File: src/rtl/adder_32.sv
// adder_32: multi-cycle IEEE-754 binary32 adder (IDLE/ALIGN/ADD/NORM/ROUND) with round-to-nearest-even.
// Define ADDER_32_SUBNORM_EN for gradual underflow; without it subnormals flush to signed zero.
module adder_32 (
  input  logic        clkn_i,
  input  logic        rstn_i,
  input  logic        valid_i,
  input  logic [31:0] A,
  input  logic [31:0] B,
  output logic [31:0] Result,
  output logic        done_o
);

`ifdef ADDER_32_SUBNORM_EN
  localparam bit SUBNORM_EN = 1'b1;
`else
  localparam bit SUBNORM_EN = 1'b0;
`endif
  localparam logic [31:0] CANON_NAN = 32'h7FC00000;
  localparam int          SHIFT_SAT = 26;

  typedef enum logic [2:0] {IDLE, ALIGN, ADD, NORM, ROUND} state_t;

  state_t             state_reg;
  logic [31:0]        a_reg;
  logic [31:0]        b_reg;
  logic               sign_reg;
  logic               sub_reg;
  logic               special_reg;
  logic [31:0]        special_val_reg;
  logic signed [9:0]  exp_reg;
  logic [26:0]        big_reg;
  logic [26:0]        small_reg;
  logic [27:0]        sum_reg;
  logic [26:0]        norm_reg;
  logic               zero_reg;
  logic [31:0]        result_reg;
  logic               done_reg;

  // Operand decode, special-value detection and magnitude ordering
  logic        a_sign, b_sign;
  logic [7:0]  a_exp, b_exp, a_eexp, b_eexp;
  logic [22:0] a_frac, b_frac;
  logic [23:0] a_sig, b_sig;
  logic        a_nan, b_nan, a_inf, b_inf, a_larger;
  logic        big_sign;
  logic [7:0]  big_eexp, small_eexp, exp_diff;
  logic [23:0] big_sig, small_sig;
  logic [4:0]  shamt;
  logic        special_next;
  logic [31:0] special_val_next;

  always_comb begin
    a_sign = a_reg[31];
    b_sign = b_reg[31];
    a_exp  = a_reg[30:23];
    b_exp  = b_reg[30:23];
    a_frac = a_reg[22:0];
    b_frac = b_reg[22:0];
    a_nan  = (&a_exp) & (|a_frac);
    b_nan  = (&b_exp) & (|b_frac);
    a_inf  = (&a_exp) & ~(|a_frac);
    b_inf  = (&b_exp) & ~(|b_frac);

    // Subnormals carry exponent 1 with hidden bit 0, or vanish entirely in flush mode
    a_sig  = (a_exp == 8'd0) ? (SUBNORM_EN ? {1'b0, a_frac} : 24'd0) : {1'b1, a_frac};
    b_sig  = (b_exp == 8'd0) ? (SUBNORM_EN ? {1'b0, b_frac} : 24'd0) : {1'b1, b_frac};
    a_eexp = (a_exp == 8'd0) ? 8'd1 : a_exp;
    b_eexp = (b_exp == 8'd0) ? 8'd1 : b_exp;

    // Raw exponent:fraction bits order binary32 magnitudes directly
    a_larger   = (a_reg[30:0] >= b_reg[30:0]);
    big_sign   = a_larger ? a_sign : b_sign;
    big_eexp   = a_larger ? a_eexp : b_eexp;
    small_eexp = a_larger ? b_eexp : a_eexp;
    big_sig    = a_larger ? a_sig  : b_sig;
    small_sig  = a_larger ? b_sig  : a_sig;
    exp_diff   = big_eexp - small_eexp;
    shamt      = (exp_diff > 8'(SHIFT_SAT)) ? 5'(SHIFT_SAT) : exp_diff[4:0];

    special_next = a_nan | b_nan | a_inf | b_inf;
    if (a_nan || b_nan || (a_inf && b_inf && (a_sign != b_sign))) begin
      special_val_next = CANON_NAN;
    end else if (a_inf) begin
      special_val_next = {a_sign, 8'hFF, 23'd0};
    end else begin
      special_val_next = {b_sign, 8'hFF, 23'd0};
    end
  end

  // Logarithmic right shifter; every bit dropped off the bottom folds into sticky
  logic [26:0] shift_val    [0:5];
  logic        shift_sticky [0:5];
  logic [26:0] aligned_small;

  assign shift_val[0]    = {small_sig, 3'b000};
  assign shift_sticky[0] = 1'b0;

  genvar gi;
  generate
    for (gi = 0; gi < 5; gi++) begin : g_align_shift
      localparam int SH = 1 << gi;
      assign shift_val[gi+1]    = shamt[gi] ? (shift_val[gi] >> SH) : shift_val[gi];
      assign shift_sticky[gi+1] = shift_sticky[gi] | (shamt[gi] & (|shift_val[gi][SH-1:0]));
    end
  endgenerate

  assign aligned_small = {shift_val[5][26:1], shift_val[5][0] | shift_sticky[5]};

  // Magnitude add/subtract; big_reg never falls below small_reg after alignment
  logic [27:0] sum_next;
  assign sum_next = sub_reg ? ({1'b0, big_reg} - {1'b0, small_reg})
                            : ({1'b0, big_reg} + {1'b0, small_reg});

  // Normalisation: leading-zero priority encoder and single-cycle left shift
  logic signed [9:0] lz;
  logic signed [9:0] lim;
  logic signed [9:0] shl;
  logic signed [9:0] norm_exp_next;
  logic [26:0]       norm_next;

  always_comb begin
    lz = '0;
    for (int i = 0; i < 27; i++) begin
      if (sum_reg[i]) lz = 10'(26 - i);
    end
    // With gradual underflow the exponent must not drop below 1
    lim = exp_reg - 10'sd1;
    shl = (SUBNORM_EN && (lz > lim)) ? lim : lz;
    if (sum_reg[27]) begin
      norm_next     = {sum_reg[27:2], sum_reg[1] | sum_reg[0]};
      norm_exp_next = exp_reg + 10'sd1;
    end else begin
      norm_next     = sum_reg[26:0] << shl;
      norm_exp_next = exp_reg - shl;
    end
  end

  // Rounding, overflow to infinity, underflow handling and final packing
  logic [23:0]       mant;
  logic [23:0]       fmant;
  logic [24:0]       rmant;
  logic              round_up;
  logic signed [9:0] fexp;
  logic [7:0]        enc_exp;
  logic [31:0]       result_next;

  always_comb begin
    mant     = norm_reg[26:3];
    round_up = norm_reg[2] & (norm_reg[1] | norm_reg[0] | mant[0]);
    rmant    = {1'b0, mant} + {24'd0, round_up};
    if (rmant[24]) begin
      fmant = rmant[24:1];
      fexp  = exp_reg + 10'sd1;
    end else begin
      fmant = rmant[23:0];
      fexp  = exp_reg;
    end
    // A clear hidden bit after rounding means the result is subnormal
    enc_exp = fmant[23] ? fexp[7:0] : 8'd0;

    if (special_reg) begin
      result_next = special_val_reg;
    end else if (zero_reg) begin
      result_next = {sign_reg & ~sub_reg, 31'd0};
    end else if (fexp >= 10'sd255) begin
      result_next = {sign_reg, 8'hFF, 23'd0};
    end else if (!SUBNORM_EN && (fexp < 10'sd1)) begin
      result_next = {sign_reg, 31'd0};
    end else begin
      result_next = {sign_reg, enc_exp, fmant[22:0]};
    end
  end

  always_ff @(posedge clkn_i) begin
    if (rstn_i) begin
      state_reg       <= IDLE;
      a_reg           <= '0;
      b_reg           <= '0;
      sign_reg        <= 1'b0;
      sub_reg         <= 1'b0;
      special_reg     <= 1'b0;
      special_val_reg <= '0;
      exp_reg         <= '0;
      big_reg         <= '0;
      small_reg       <= '0;
      sum_reg         <= '0;
      norm_reg        <= '0;
      zero_reg        <= 1'b0;
      result_reg      <= '0;
      done_reg        <= 1'b0;
    end else begin
      done_reg <= 1'b0;
      case (state_reg)
        IDLE: begin
          if (valid_i) begin
            a_reg     <= A;
            b_reg     <= B;
            state_reg <= ALIGN;
          end
        end
        ALIGN: begin
          big_reg         <= {big_sig, 3'b000};
          small_reg       <= aligned_small;
          exp_reg         <= $signed({2'b00, big_eexp});
          sign_reg        <= big_sign;
          sub_reg         <= a_sign ^ b_sign;
          special_reg     <= special_next;
          special_val_reg <= special_val_next;
          state_reg       <= ADD;
        end
        ADD: begin
          sum_reg   <= sum_next;
          state_reg <= NORM;
        end
        NORM: begin
          norm_reg  <= norm_next;
          exp_reg   <= norm_exp_next;
          zero_reg  <= (sum_reg == 28'd0);
          state_reg <= ROUND;
        end
        ROUND: begin
          result_reg <= result_next;
          done_reg   <= 1'b1;
          state_reg  <= IDLE;
        end
        default: state_reg <= IDLE;
      endcase
    end
  end

  assign Result = result_reg;
  assign done_o = done_reg;

endmodule

File: config.mk
export PLATFORM = sky130hd
export DESIGN_NAME = adder_32
export DESIGN_NICKNAME = d
export VERILOG_FILES = /design/src/rtl/adder_32.sv
export SDC_FILE = /design/constraint.sdc
export NUM_CORES = 1
export LEC_CHECK = 0
export BUFFER_PORTS_ARGS = -buffer_cell sky130_fd_sc_hd__buf_2
export CORE_ASPECT_RATIO = 0.9
export CORE_MARGIN = 2
export CORE_UTILIZATION = 42
export DETAILED_ROUTE_END_ITERATION = 10
export PLACE_DENSITY = 0.69
export SLEW_MARGIN = 20
export SYNTH_ARGS = -nofsm -noshare
export SYNTH_HDL_FRONTEND = slang
export SYNTH_SLANG_ARGS = --single-unit
File: constraint.sdc
create_clock -name clkn_i -period 8.8 [get_ports clkn_i]
set_input_delay 1.76 -clock clkn_i [delete_from_list [all_inputs] [get_ports clkn_i]]
set_output_delay 1.76 -clock clkn_i [all_outputs]
set_load 0.02 [all_outputs]
==> metrics.csv <==
stage;metric;value;unit
status;outcome;complete, no violations;
yosys;Syn Inst Count;2297;
global_route;first-pass GRT wire length;89000;microns
job;max-cap check violation count;0;
placement;RePlAce Congestion;0.962;
route;Vias/cell;6.12;
timing;slew margin rel.;0.248;
setup_path;critical path class;flip-flop to flip-flop;
yosys;asr flop ratio synth;0;
yosys;Avg Cell Area, Syn;7.31;sq um
yosys;number of synthesized flops with an enable pin;0;
clocking;CTS clk-pin slew, worst paths;0.06;ns
floorplanning;Initial Util;0.425;
clocking;Sinks on Clock Net;223;
route;Vias;17300;
yosys;Top FF cell, synth;dfxtp_1;
placement;HPWL Detailed;41600;microns
setup_path;FF-to-FF setup slack;1.27;ns
setup_path;CP arrival;7.98;ns
floorplanning;core area;39500;sq um
floorplanning;Die Width;215;microns
final_layout;share of cells above drive strength 1;0.0917;
timing;final worst path period share;0.856;
yosys;syn nets;2461;
clocking;CTS resizes;0;
global_route;vias in the first global route;16200;
power;leakage power;0.00716;uW
clocking;CTS tree;built;
global_route;gr usage total;0.260;
timing;TNS Setup;0;ns
power;Peak VDD IR;0.153;mV
final_layout;Final nets;2448;
setup_path;RR Endpoint;small_reg[0];
yosys;Yosys reg bits;223;
route;DR iter-0 viols;1702;
timing;Final min period;7.53;ns
floorplanning;Core Rows;69;
setup_path;Reg2Reg Depth;25;
timing;max frequency;133;MHz
clocking;hold buffer count at cts;0;
min_path;min-delay worst type;flip-flop to flip-flop;
yosys;Synth cell types;93;
power;Power Density;254;nW/um^2
clocking;Max H-tree Level;1;
final_layout;Area Growth Syn to Fin;9.04;%
final_layout;ant diodes;0;
timing;count of final max-slew check failures;0;
route;DRT Pass-1 Iters;6;
floorplanning;Top Ports;100;
setup_path;r2r startpoint;b_reg[30];
timing;final-report hold violation count;0;
clocking;Clock Tree Root;clkbuf_16;
yosys;register area share after synthesis;0.266;
floorplanning;chip height;194;microns
clocking;clk buf depth;3;
final_layout;fin util;0.464;
min_path;Hold EP;Result[2];
placement;port bufs;99;
yosys;yosys warns;0;
route;Detail Route Antenna Nets;0;
floorplanning;area of the die;41600;sq um
route;DR WL/cell;19.8;microns
timing;clk_skew;0.0285;ns
setup_path;Critical Path Source Type;flip-flop;
clocking;Clk Latency, worst-skew pair;0.56;ns
timing;RSZ-0062 raised after global routing;no;
setup_path;crit-path max FO;23;
global_route;GRT overflow;0;
setup_path;Critical Path Sink Type;flip-flop;
yosys;mapped cell area;16800;sq um
min_path;Hold Crit Depth;2;
timing;worst slew pin tran;1.12;ns
clocking;setup bufs post-CTS;0;
global_route;pin count of the biggest net entering global routing;96;
setup_path;worst path required time;9.24;ns
clocking;CTS buffer count;24;
route;routed wire length;56000;microns
timing;final setup violation count;0;
global_route;initial antenna violation count;0;
min_path;HP Start;Result[2];
route;DRC Markers;0;
## cell families after synthesis
kind of cell,count (synthesis),synth area share
AND/OR/NAND/NOR,870,0.243
adder cells (fa/ha/maj),97,0.0737
multiplexers,90,0.0548
XOR/XNOR,62,0.0324
AO/OA/AOI/OAI,686,0.266
flip-flops,223,0.266
buffers and inverters,269,0.0637
## cells in the mapped netlist (all sizes together) (42+ instances only)
cell    number  area [sq um]
mux2i       84           841
a221oi      50           444
clkbuf     124           465
o21ai      124           624
nor3        84           448
nand2      327          1230
a211oi      74           571
nor2       226           880
xnor2       42           368
ha          94          1180
a21oi      216          1090
a22oi       43           328
dfxtp      223          4460
inv        107           402
nand3       47           235
## cell type report
| type | instances | area, sq um |
|---|---|---|
| clock buffer | 33 | 686 |
| multi-input combinational | 1805 | 11300 |
| timing repair buffer | 123 | 682 |
| sequential | 223 | 4460 |
| inverter | 107 | 402 |
| fill | 4018 | 21200 |
| clock inverter | 10 | 109 |
| tap | 532 | 666 |
## critical path, stage by stage, from the launching register on
cell and delay, ns:
dfxtp_1 0.43, inv_1 0.07, ha_1 0.30, nand4_1 0.21, nor4_1 0.63, o41ai_2 0.17, buf_4 0.25, and2_1 0.39
nor3_1 0.25, a21oi_1 0.07, ha_1 0.25, fa_1 0.79, inv_1 0.08, buf_4 0.23, a21oi_1 0.23, o32ai_1 0.17
or4_1 0.42, buf_4 0.26, nor2_1 0.58, o311ai_0 0.23, o22ai_1 0.35, mux2i_1 0.21, mux2i_1 0.25, o311ai_1 0.19
nor4_2 0.32, a21oi_1 0.10
## worst max path at each step
stage / to / from / slack, ns
CTS: small_reg[0] / b_reg[30] / 1.45
finish: small_reg[0] / b_reg[30] / 1.27
global placement: small_reg[0] / b_reg[30] / 1.65
detailed placement: small_reg[0] / b_reg[30] / 1.46
floorplan: small_reg[0] / b_reg[29] / 2.32
global route: small_reg[0] / b_reg[26] / 0.69
## power by group
part / internal, uW / switching [uW] / leakage [uW]
logic: 803 / 1620 / 0.00495
clock network: 603 / 441 / 0.000388
registers: 1080 / 114 / 0.00182
total: 2480 / 2170 / 0.00716
## cell usage in the layout (no fill, tap or decap), types with 9 or more instances in the layout
cell       synthesis  routed
a211oi_1          71      70
nor3_1            81      79
nor4_1            31      30
o211ai_1          15      15
a221oi_1          49      49
buf_4              2      24
a31oi_1           32      32
o22ai_1           15      15
dfxtp_1          223     223
o31ai_1           11      11
a21oi_1          214     214
nand3_1           47      47
and3_1            20      20
and4_1             9       9
and2_1            22      22
ha_1              94      94
mux2i_1           84      84
inv_1            106     105
o21ai_0          121     121
a21o_1            16      16
nand4_1           24      24
nor2_1           223     222
or3_1             13      13
nor2b_1           11      11
a22oi_1           42      42
buf_2             20      98
xnor2_1           42      42
clkbuf_16          0      25
xor2_1            20      20
nand2_1          326     325
nand2b_1          17      16
## metrics by stage
stage	cells	hold WS (ns)	instance area (sq um)	power [uW]	setup WS (ns)
final	2833	0.455	18300	4650	1.27
after global routing	2833	0.479	18300	4910	0.691
after global placement	2790	0.442	17500	3540	1.65
after floorplan	2297	0.432	16800	2960	2.32
after detailed placement	2790	0.448	17500	3550	1.46
after CTS	2833	0.459	18300	4600	1.45
## per-layer routing
| layer | share of wire | global-route usage | vias up |
|---|---|---|---|
| met5 | 0 | 0 | - |
| met4 | 0.043 | 0.106 | 0 |
| met3 | 0.068 | 0.0254 | 111 |
| met2 | 0.46 | 0.424 | 692 |
| met1 | 0.43 | 0.352 | 8213 |
| li1 | - | - | 8330 |
Note: power is estimated with default switching activity, not from simulation.
